**config.mk**
```make
export PLATFORM = sky130hd
export DESIGN_NAME = approx_mul8_seq
export DESIGN_NICKNAME = d
export VERILOG_FILES = /design/src/rtl/approx_mul_pkg.sv /design/src/rtl/nibble_mul4.sv /design/src/rtl/approx_mul8_seq.sv
export SDC_FILE = /design/constraint.sdc
export NUM_CORES = 1
export LEC_CHECK = 0
export CAP_MARGIN = 20
export CORE_MARGIN = 2
export CORE_UTILIZATION = 60
export CTS_BUF_LIST = sky130_fd_sc_hd__clkbuf_8
export DETAILED_ROUTE_END_ITERATION = 12
export MAX_ROUTING_LAYER = met4
export PLACE_DENSITY = 0.84
export SLEW_MARGIN = 25
export SYNTH_ARGS = -nofsm -noshare
export SYNTH_HDL_FRONTEND = slang
export SYNTH_SLANG_ARGS = --single-unit
```
**constraint.sdc**
```tcl
create_clock -name clk -period 15.2 [get_ports clk]
set_input_delay 2.28 -clock clk [delete_from_list [all_inputs] [get_ports clk]]
set_output_delay 2.28 -clock clk [all_outputs]
set_load 0.05 [all_outputs]
```
**src/rtl/approx_mul_pkg.sv**
```systemverilog
// Shared types and constants for the sequenced nibble-based 8x8 multiplier.
// Product-placement helper lives here so the datapath reads as select -> shift -> add.
package approx_mul_pkg;

  localparam int NIB_W  = 4;
  localparam int OP_W   = 8;
  localparam int RES_W  = 16;
  localparam int STEP_W = 2;

  typedef enum logic [1:0] {
    MODE_EXACT   = 2'd0,
    MODE_NO_LL   = 2'd1,
    MODE_HH_ONLY = 2'd2,
    MODE_RSVD    = 2'd3
  } mode_e;

  typedef enum logic [1:0] {
    IDLE = 2'd0,
    MUL  = 2'd1,
    DONE = 2'd2
  } state_e;

  typedef enum logic [1:0] {
    SEL_HH = 2'd0,
    SEL_HL = 2'd1,
    SEL_LH = 2'd2,
    SEL_LL = 2'd3
  } sel_e;

  // Places an 8-bit nibble product at the weight its operand nibbles carry.
  function automatic logic [RES_W-1:0] place_pp(input logic [2*NIB_W-1:0] pp,
                                                input sel_e sel);
    logic [RES_W-1:0] placed;
    case (sel)
      SEL_HH:         placed = {pp, 8'h00};
      SEL_HL, SEL_LH: placed = {4'h0, pp, 4'h0};
      default:        placed = {8'h00, pp};
    endcase
    return placed;
  endfunction

endpackage

```
**src/rtl/nibble_mul4.sv**
```systemverilog
// Exact combinational 4x4 -> 8-bit unsigned multiplier; the one shared
// multiplier that every partial product of the sequencer passes through.
module nibble_mul4 (
  input  logic [3:0] x_i,
  input  logic [3:0] y_i,
  output logic [7:0] p_o
);

  assign p_o = {4'h0, x_i} * {4'h0, y_i};

endmodule

```
**src/rtl/approx_mul8_seq.sv**
```systemverilog
// Sequenced 8x8 unsigned multiplier: one nibble partial product per clock,
// with the accuracy mode trimming the low-significance tail of the schedule.
module approx_mul8_seq
  import approx_mul_pkg::*;
(
  input  logic              clk,
  input  logic              rst_n,
  input  logic              in_valid,
  output logic              in_ready,
  input  logic [OP_W-1:0]   a,
  input  logic [OP_W-1:0]   b,
  input  logic [1:0]        mode,
  output logic              out_valid,
  input  logic              out_ready,
  output logic [RES_W-1:0]  result,
  output logic              busy
);

  state_e             state_q, state_d;
  logic [OP_W-1:0]    a_q, b_q;
  mode_e              mode_q;
  logic [STEP_W-1:0]  step_q;
  logic [RES_W-1:0]   acc_q;
  logic [RES_W-1:0]   result_q;

  logic               accept;
  logic               last_step;
  logic [STEP_W-1:0]  final_step;
  sel_e               sel;
  logic [NIB_W-1:0]   mul_x, mul_y;
  logic [2*NIB_W-1:0] pp;
  logic [RES_W-1:0]   pp_placed;
  logic [RES_W-1:0]   acc_sum;

  assign accept = in_valid && in_ready;

  // Dropped products are always at the tail of HH,HL,LH,LL, so a mode only
  // shortens the schedule and the step index maps straight onto a select.
  always_comb begin
    final_step = 2'd3;
    case (mode_q)
      MODE_NO_LL:   final_step = 2'd2;
      MODE_HH_ONLY: final_step = 2'd0;
      default:      final_step = 2'd3;
    endcase
  end

  always_comb begin
    sel = SEL_LL;
    case (step_q)
      2'd0:    sel = SEL_HH;
      2'd1:    sel = SEL_HL;
      2'd2:    sel = SEL_LH;
      default: sel = SEL_LL;
    endcase
  end

  assign last_step = (step_q == final_step);

  // NOTE: every output of a combinational block is assigned a default first,
  // so no path through the case leaves it unassigned and infers a latch.
  always_comb begin
    mul_x = a_q[3:0];
    mul_y = b_q[3:0];
    case (sel)
      SEL_HH: begin mul_x = a_q[7:4]; mul_y = b_q[7:4]; end
      SEL_HL: begin mul_x = a_q[7:4]; mul_y = b_q[3:0]; end
      SEL_LH: begin mul_x = a_q[3:0]; mul_y = b_q[7:4]; end
      default: begin mul_x = a_q[3:0]; mul_y = b_q[3:0]; end
    endcase
  end

  nibble_mul4 u_nibble_mul4 (
    .x_i (mul_x),
    .y_i (mul_y),
    .p_o (pp)
  );

  assign pp_placed = place_pp(pp, sel);
  assign acc_sum   = acc_q + pp_placed;

  // NOTE: sequential state uses non-blocking assignments so every register
  // samples pre-edge values regardless of process evaluation order.
  always_ff @(posedge clk or negedge rst_n) begin
    if (!rst_n) state_q <= IDLE;
    else        state_q <= state_d;
  end

  always_comb begin
    state_d = state_q;
    case (state_q)
      IDLE:    if (accept)    state_d = MUL;
      MUL:     if (last_step) state_d = DONE;
      DONE:    if (out_ready) state_d = IDLE;
      default:                state_d = IDLE;
    endcase
  end

  always_comb begin
    in_ready  = (state_q == IDLE);
    out_valid = (state_q == DONE);
    busy      = (state_q != IDLE);
  end

  // result_q is separate from the accumulator so the visible result only
  // moves on the edge that completes an operation.
  always_ff @(posedge clk or negedge rst_n) begin
    if (!rst_n) begin
      a_q      <= '0;
      b_q      <= '0;
      mode_q   <= MODE_EXACT;
      step_q   <= '0;
      acc_q    <= '0;
      result_q <= '0;
    end else if (accept) begin
      a_q    <= a;
      b_q    <= b;
      mode_q <= mode_e'(mode);
      step_q <= '0;
      acc_q  <= '0;
    end else if (state_q == MUL) begin
      acc_q  <= acc_sum;
      step_q <= step_q + 2'd1;
      if (last_step) result_q <= acc_sum;
    end
  end

  assign result = result_q;

endmodule
```
==> metrics.yaml <==
status: "finished, final reports clean"
synth_top_flop_cell: "dfrtp_1"
syn_nets: 428
netlist_area_mm2: 0.00360
finalHoldViolCount: 0
reg2reg_slack_ns: 8.96
fin_setup_tns_ns: 0
synthCells: 369
fin_crit_ns: 6.24
dieArea_mm2: 0.00664
htreeDepth: 2
start_util_pct: 61.6
die_w_um: 81.5
ctsLongestPathBuffers: 2
ant_nets: 0
clock_latency_ns: 0.32
synth_warnings: 0
grt_start_max_net_pins: 55
synth_cell_type_count: 48
yosysTopAreaCell: "dfrtp_1"
placementRows: 28
min_from: "result[3]"
io_pins: 41
drive_above_1_share_pct: 10.6
grt_setup_unrepaired: "no"
syn_area_per_cell_um2: 9.77
n_antenna_cell: 0
slew_headroom_pct: 40.7
fillers: 452
cts_tree: "done"
finalMaxSlewViolations: 0
cpMostUsedCell: "inv_1"
grt_pass1_vias: 2797
synth-seq-area-share_pct: 37.5
numCtsBuffers: 5
die_height_um: 81.5
min_period_over_period_pct: 41.0
dp_hpwl_um: 5860
regToRegStartpoint: "step_q[0]"
hold_path.class: "reg2reg"
synth_common_cells: "dfrtp_1 (54), o21ai_0 (38), ha_1 (32), nand2_1 (32), nor2_1 (26)"
synth-edff-count: 0
post_drt_wl_per_cell_um: 16.8
core-area_mm2: 0.00585
first_pass_iters: 4
end_kind: "flip-flop"
crit_slowest_cell: "fa_1"
drc: 0
root_buffer: "clkbuf_8"
synth.most_common_cell: "dfrtp_1"
io_buffer_count: 40
ys_top_cells_by_area: "dfrtp_1 (37%), ha_1 (11%), mux2_2 (6.6%)"
antenna_found_initial: 0
worstPathArrival_ns: 6.39
required_ns: 15.36
area_delta_synth_final_pct: 14.3
holdBufCountCts: 0
synth_top_area_share_pct: 37.5
whs_ns: 0.486
post_cts_buffers: 0
cpPeakStageDelay_ns: 0.57
dr.first_iter.drc_count: 200
routed_wirelength_um: 8040
cts.reportedPaths.clkPinSlew_ns: 0.10
grt_usage_pct: 27.4
cts.sinks: 54
num_vias: 2827
cp-startpoint: "step_q[0]"
critPathKind: "reg2reg"
grt_pass1_wl_um: 13400
grt_overflow: 0
gp_congestion: 1.00
max_cap_violations: 0
cp_max_fo: 12
async_flop_share_pct: 100
fin_nets: 464
ys_ff_latch: 54
cts-resized-gates: 0
worst_slew_pin_slew_ns: 0.887
fmax_mhz: 160
via_per_inst: 5.89
fin_skew_ns: 0.00506
crit_chain: "inv_1 -> ha_1 -> nor2_1 -> mux2i_1 -> or2_2 -> fa_1 -> inv_1 -> fa_1 -> inv_1 -> fa_1 -> inv_1 -> a21o_2 -> a21oi_1 -> xor2_1 -> o2bb2a_1 -> nor2_1 -> ha_1 -> a21oi_1 -> o2111ai_1 -> a31oi_1 -> o21bai_1 -> xnor2_1 -> o21ai_0"
start_kind: "flip-flop"
setup_viol: 0
==> cell usage in the layout (no fill, tap or decap), types with 3 or more instances in the layout <==
cell / synthesis / layout
clkdlybuf4s50_1: 0 / 39
nor2_1: 26 / 26
nand2_1: 32 / 32
a211o_1: 3 / 3
clkbuf_8: 4 / 6
a21oi_1: 16 / 16
and3_1: 4 / 4
o21a_1: 3 / 3
fa_1: 5 / 5
dfrtp_1: 54 / 54
mux2i_1: 9 / 9
nand3_1: 18 / 18
nor2b_1: 6 / 6
o211ai_1: 5 / 5
xnor2_1: 10 / 10
ha_1: 32 / 32
o21ai_0: 38 / 38
mux2_2: 21 / 21
inv_1: 17 / 17
xor2_1: 8 / 8
a21o_1: 9 / 9
a22oi_1: 3 / 3
or2_2: 4 / 4
==> per-layer routing <==
layer | vias to the layer above | part of all wire (%) | global-route usage [%]
met3 | 18 | 5.3 | 4.07
met5 | - | 0 | -
li1 | 1371 | - | -
met1 | 1357 | 44 | 35.6
met2 | 81 | 49 | 43.8
met4 | 0 | 2.4 | 9.83
==> cell families after synthesis <==
kind of cell	count (synthesis)	share of synthesized area, %
compound gates	93	16.0
mux	30	9.06
flops	54	37.5
fa+ha+maj	37	13.9
simple gates	107	14.5
buf+inv	30	4.69
xor+xnor	18	4.37
==> state kept, by name, summed over array words and instances (netlist names) <==
name	flops
step_q	2
result	16
mode_q	2
b_q	8
acc_q	16
state_q	2
a_q	8
==> layout make-up <==
cell class / instances / area [um^2] / share of cell area, %
well taps: 75 / 93.8 / 2.28
flip-flops and latches: 54 / 1350 / 32.8
repair buffers: 42 / 410 / 9.96
inverters: 17 / 63.8 / 1.55
multi-input cells: 285 / 2090 / 50.7
clock buffers: 6 / 82.6 / 2.00
clock inverters: 1 / 30.0 / 0.729
==> metrics by stage <==
stage	utilization (%)	setup WS (ns)	cells	area, um^2
3_5_place_dp	68.4	9.15	473	4000
3_3_place_gp	68.4	9.33	473	4000
6_report	70.4	8.96	480	4120
2_1_floorplan	-	9.97	369	3600
5_1_grt	70.4	8.66	480	4120
4_1_cts	70.4	9.07	480	4120
==> critical path, delay by kind of cell (launching register included) <==
family          cells  cell delay [ns]
compound gates      8             1.51
xor+xnor            2             0.37
simple gates        3             0.95
mux                 1             0.26
buf+inv             4             0.32
flops               1             0.48
fa+ha+maj           5             2.19
==> worst paths after layout <==
kind / to / depth (start not counted)
max reg2reg: result[13] / 23
min reg2reg: result[3] / 2
min: result[3] / 2
max: result[13] / 23
min in group asynchronous: acc_q[9] / 2
max in group asynchronous: b_q[7] / 2
Power is left out: the tool's default activity adds up to more than one toggle a clock period on the data nets, which glitch-free logic cannot reach.
==> patch (same settings) <==
Set the package constant `STEP_W` to 3 (it was 2).
--- a/src/rtl/approx_mul_pkg.sv
+++ b/src/rtl/approx_mul_pkg.sv
@@ -6,5 +6,5 @@
   localparam int OP_W   = 8;
   localparam int RES_W  = 16;
-  localparam int STEP_W = 2;
+  localparam int STEP_W = 3;
 
   typedef enum logic [1:0] {
Check against the original RTL: no difference found for any inputs over 4 cycles, from zero or initial values and one cycle with rst_n low; that may be too few to reach the edited logic, so the function may still have changed.
==> patch against the original RTL <==
- design area shrank 0.52%
- non-clock buffer count is the same
- wire length shrank 12%
- sequential cell count grew 1
- sequential share of layout area grew 0.78 points
- area after synthesis shrank 1.5%
- worst setup slack lost 0.36 ns
Power is left out: the tool's default activity adds up to more than one toggle a clock period on the data nets, which glitch-free logic cannot reach.
==> patch: results <==
set metrics [dict create \
    crit_family "compound AO/OA/AOI/OAI gates" \
    final_layout_size_suffix_gt1_share_pct 10.1 \
    worstReg2RegStart "step_q[0]$_DFFE_PN0P_" \
    fin_nets 464 \
    syn_avg_cell_area_um2 9.68 \
    crit_slowest_cell "fa_1" \
    run_status "completed" \
    cts_resized 0 \
    ys_top_cells_by_count "55 x dfrtp_1, 39 x nand2_1, 33 x ha_1" \
    diodes 0 \
    routedWlPerCell_um 14.8 \
    port_buffers 40 \
    finalNonFillerCells 480 \
    worst_ep_arrival_time_ns 6.77 \
    drtIter0Drc 113 \
    placedInstanceArea_um2 4000 \
    cp_max_fo 6 \
    dp_hpwl_um 5450 \
    globalplace.congestion 0.862 \
    yosys-top-cells-area "dfrtp_1 39%, ha_1 12%, mux2_2 6.0%, o21ai_0 4.2%, nand2_1 4.1%" \
    hold_start "result[8]$_DFFE_PN0P_" \
    grt_max_degree 56 \
    numCtsBuffers 5 \
    synth_flop_cell "dfrtp_1" \
    slew_headroom_pct 40.6 \
    max_stage_delay_ns 0.53 \
    pre_cts_ws_ns 8.67 \
    yosysSeqAreaShare_pct 38.7 \
    grt.total_usage_pct 25.6 \
    h-tree-depth 2 \
    grt_pass1_wl_um 12700 \
    ys_types 50 \
    hp-class "reg2reg" \
    place_inst 472 \
    vias 2742 \
    skew_ns 0.0100 \
    antenna_found_initial 0 \
    synth_nets 427 \
    async_flop_share_pct 100 \
    grt_pass1_vias 2775 \
    drt-pass1-iter-count 4 \
    clock_tree.root_cell "clkbuf_8" \
    post_cts_buffers 0 \
]
==> patch: changes by cell type after synthesis, moves of 7 or more <==
| cell | delta |
|---|---|
| nand2_1 | +7 |
| nand3_1 | -15 |
| o21ai_0 | -8 |
| o22ai_1 | +15 |
==> patch: final timing paths <==
check,to,slack [ns],cells after the start
max,result[15]$_DFFE_PN0P_,8.60,25
min,result[8]$_DFFE_PN0P_,0.48,2
max reg2reg,result[15]$_DFFE_PN0P_,8.60,25
min reg2reg,result[8]$_DFFE_PN0P_,0.48,2
max in group asynchronous,result[13]$_DFFE_PN0P_,12.63,2
min in group asynchronous,result[4]$_DFFE_PN0P_,2.08,2
==> patch: routing by layer <==
| metal | up-vias | GRT usage [%] | part of all wire, % |
|---|---|---|---|
| met1 | 1292 | 31.8 | 43 |
| met5 | - | - | 0 |
| met3 | 16 | 4.11 | 4.0 |
| met4 | 0 | 9.66 | 2.1 |
| met2 | 73 | 42.1 | 51 |
| li1 | 1361 | - | - |
==> patch: kinds of logic after synthesis <==
family / count (synthesis) / share of synthesized area (%)
flops: 55 / 38.7
fa+ha+maj: 38 / 14.4
simple gates: 97 / 12.8
compound gates: 94 / 16.6
xor+xnor: 21 / 5.18
mux: 27 / 8.28
buf+inv: 35 / 4.02
==> patch: worst min-delay path, cell delays in order (launching register included) <==
cell and delay (ns):
dfrtp_1 0.35, nand2_1 0.05, o21ai_0 0.06
==> patch: layout make-up <==
class	count	area, µm²
multi-input combinational	277	2040
clock buffer	6	82.6
sequential	55	1380
fill	448	1720
tap	75	93.8
clock inverter	2	12.5
inverter	23	86.3
timing repair buffer	42	410
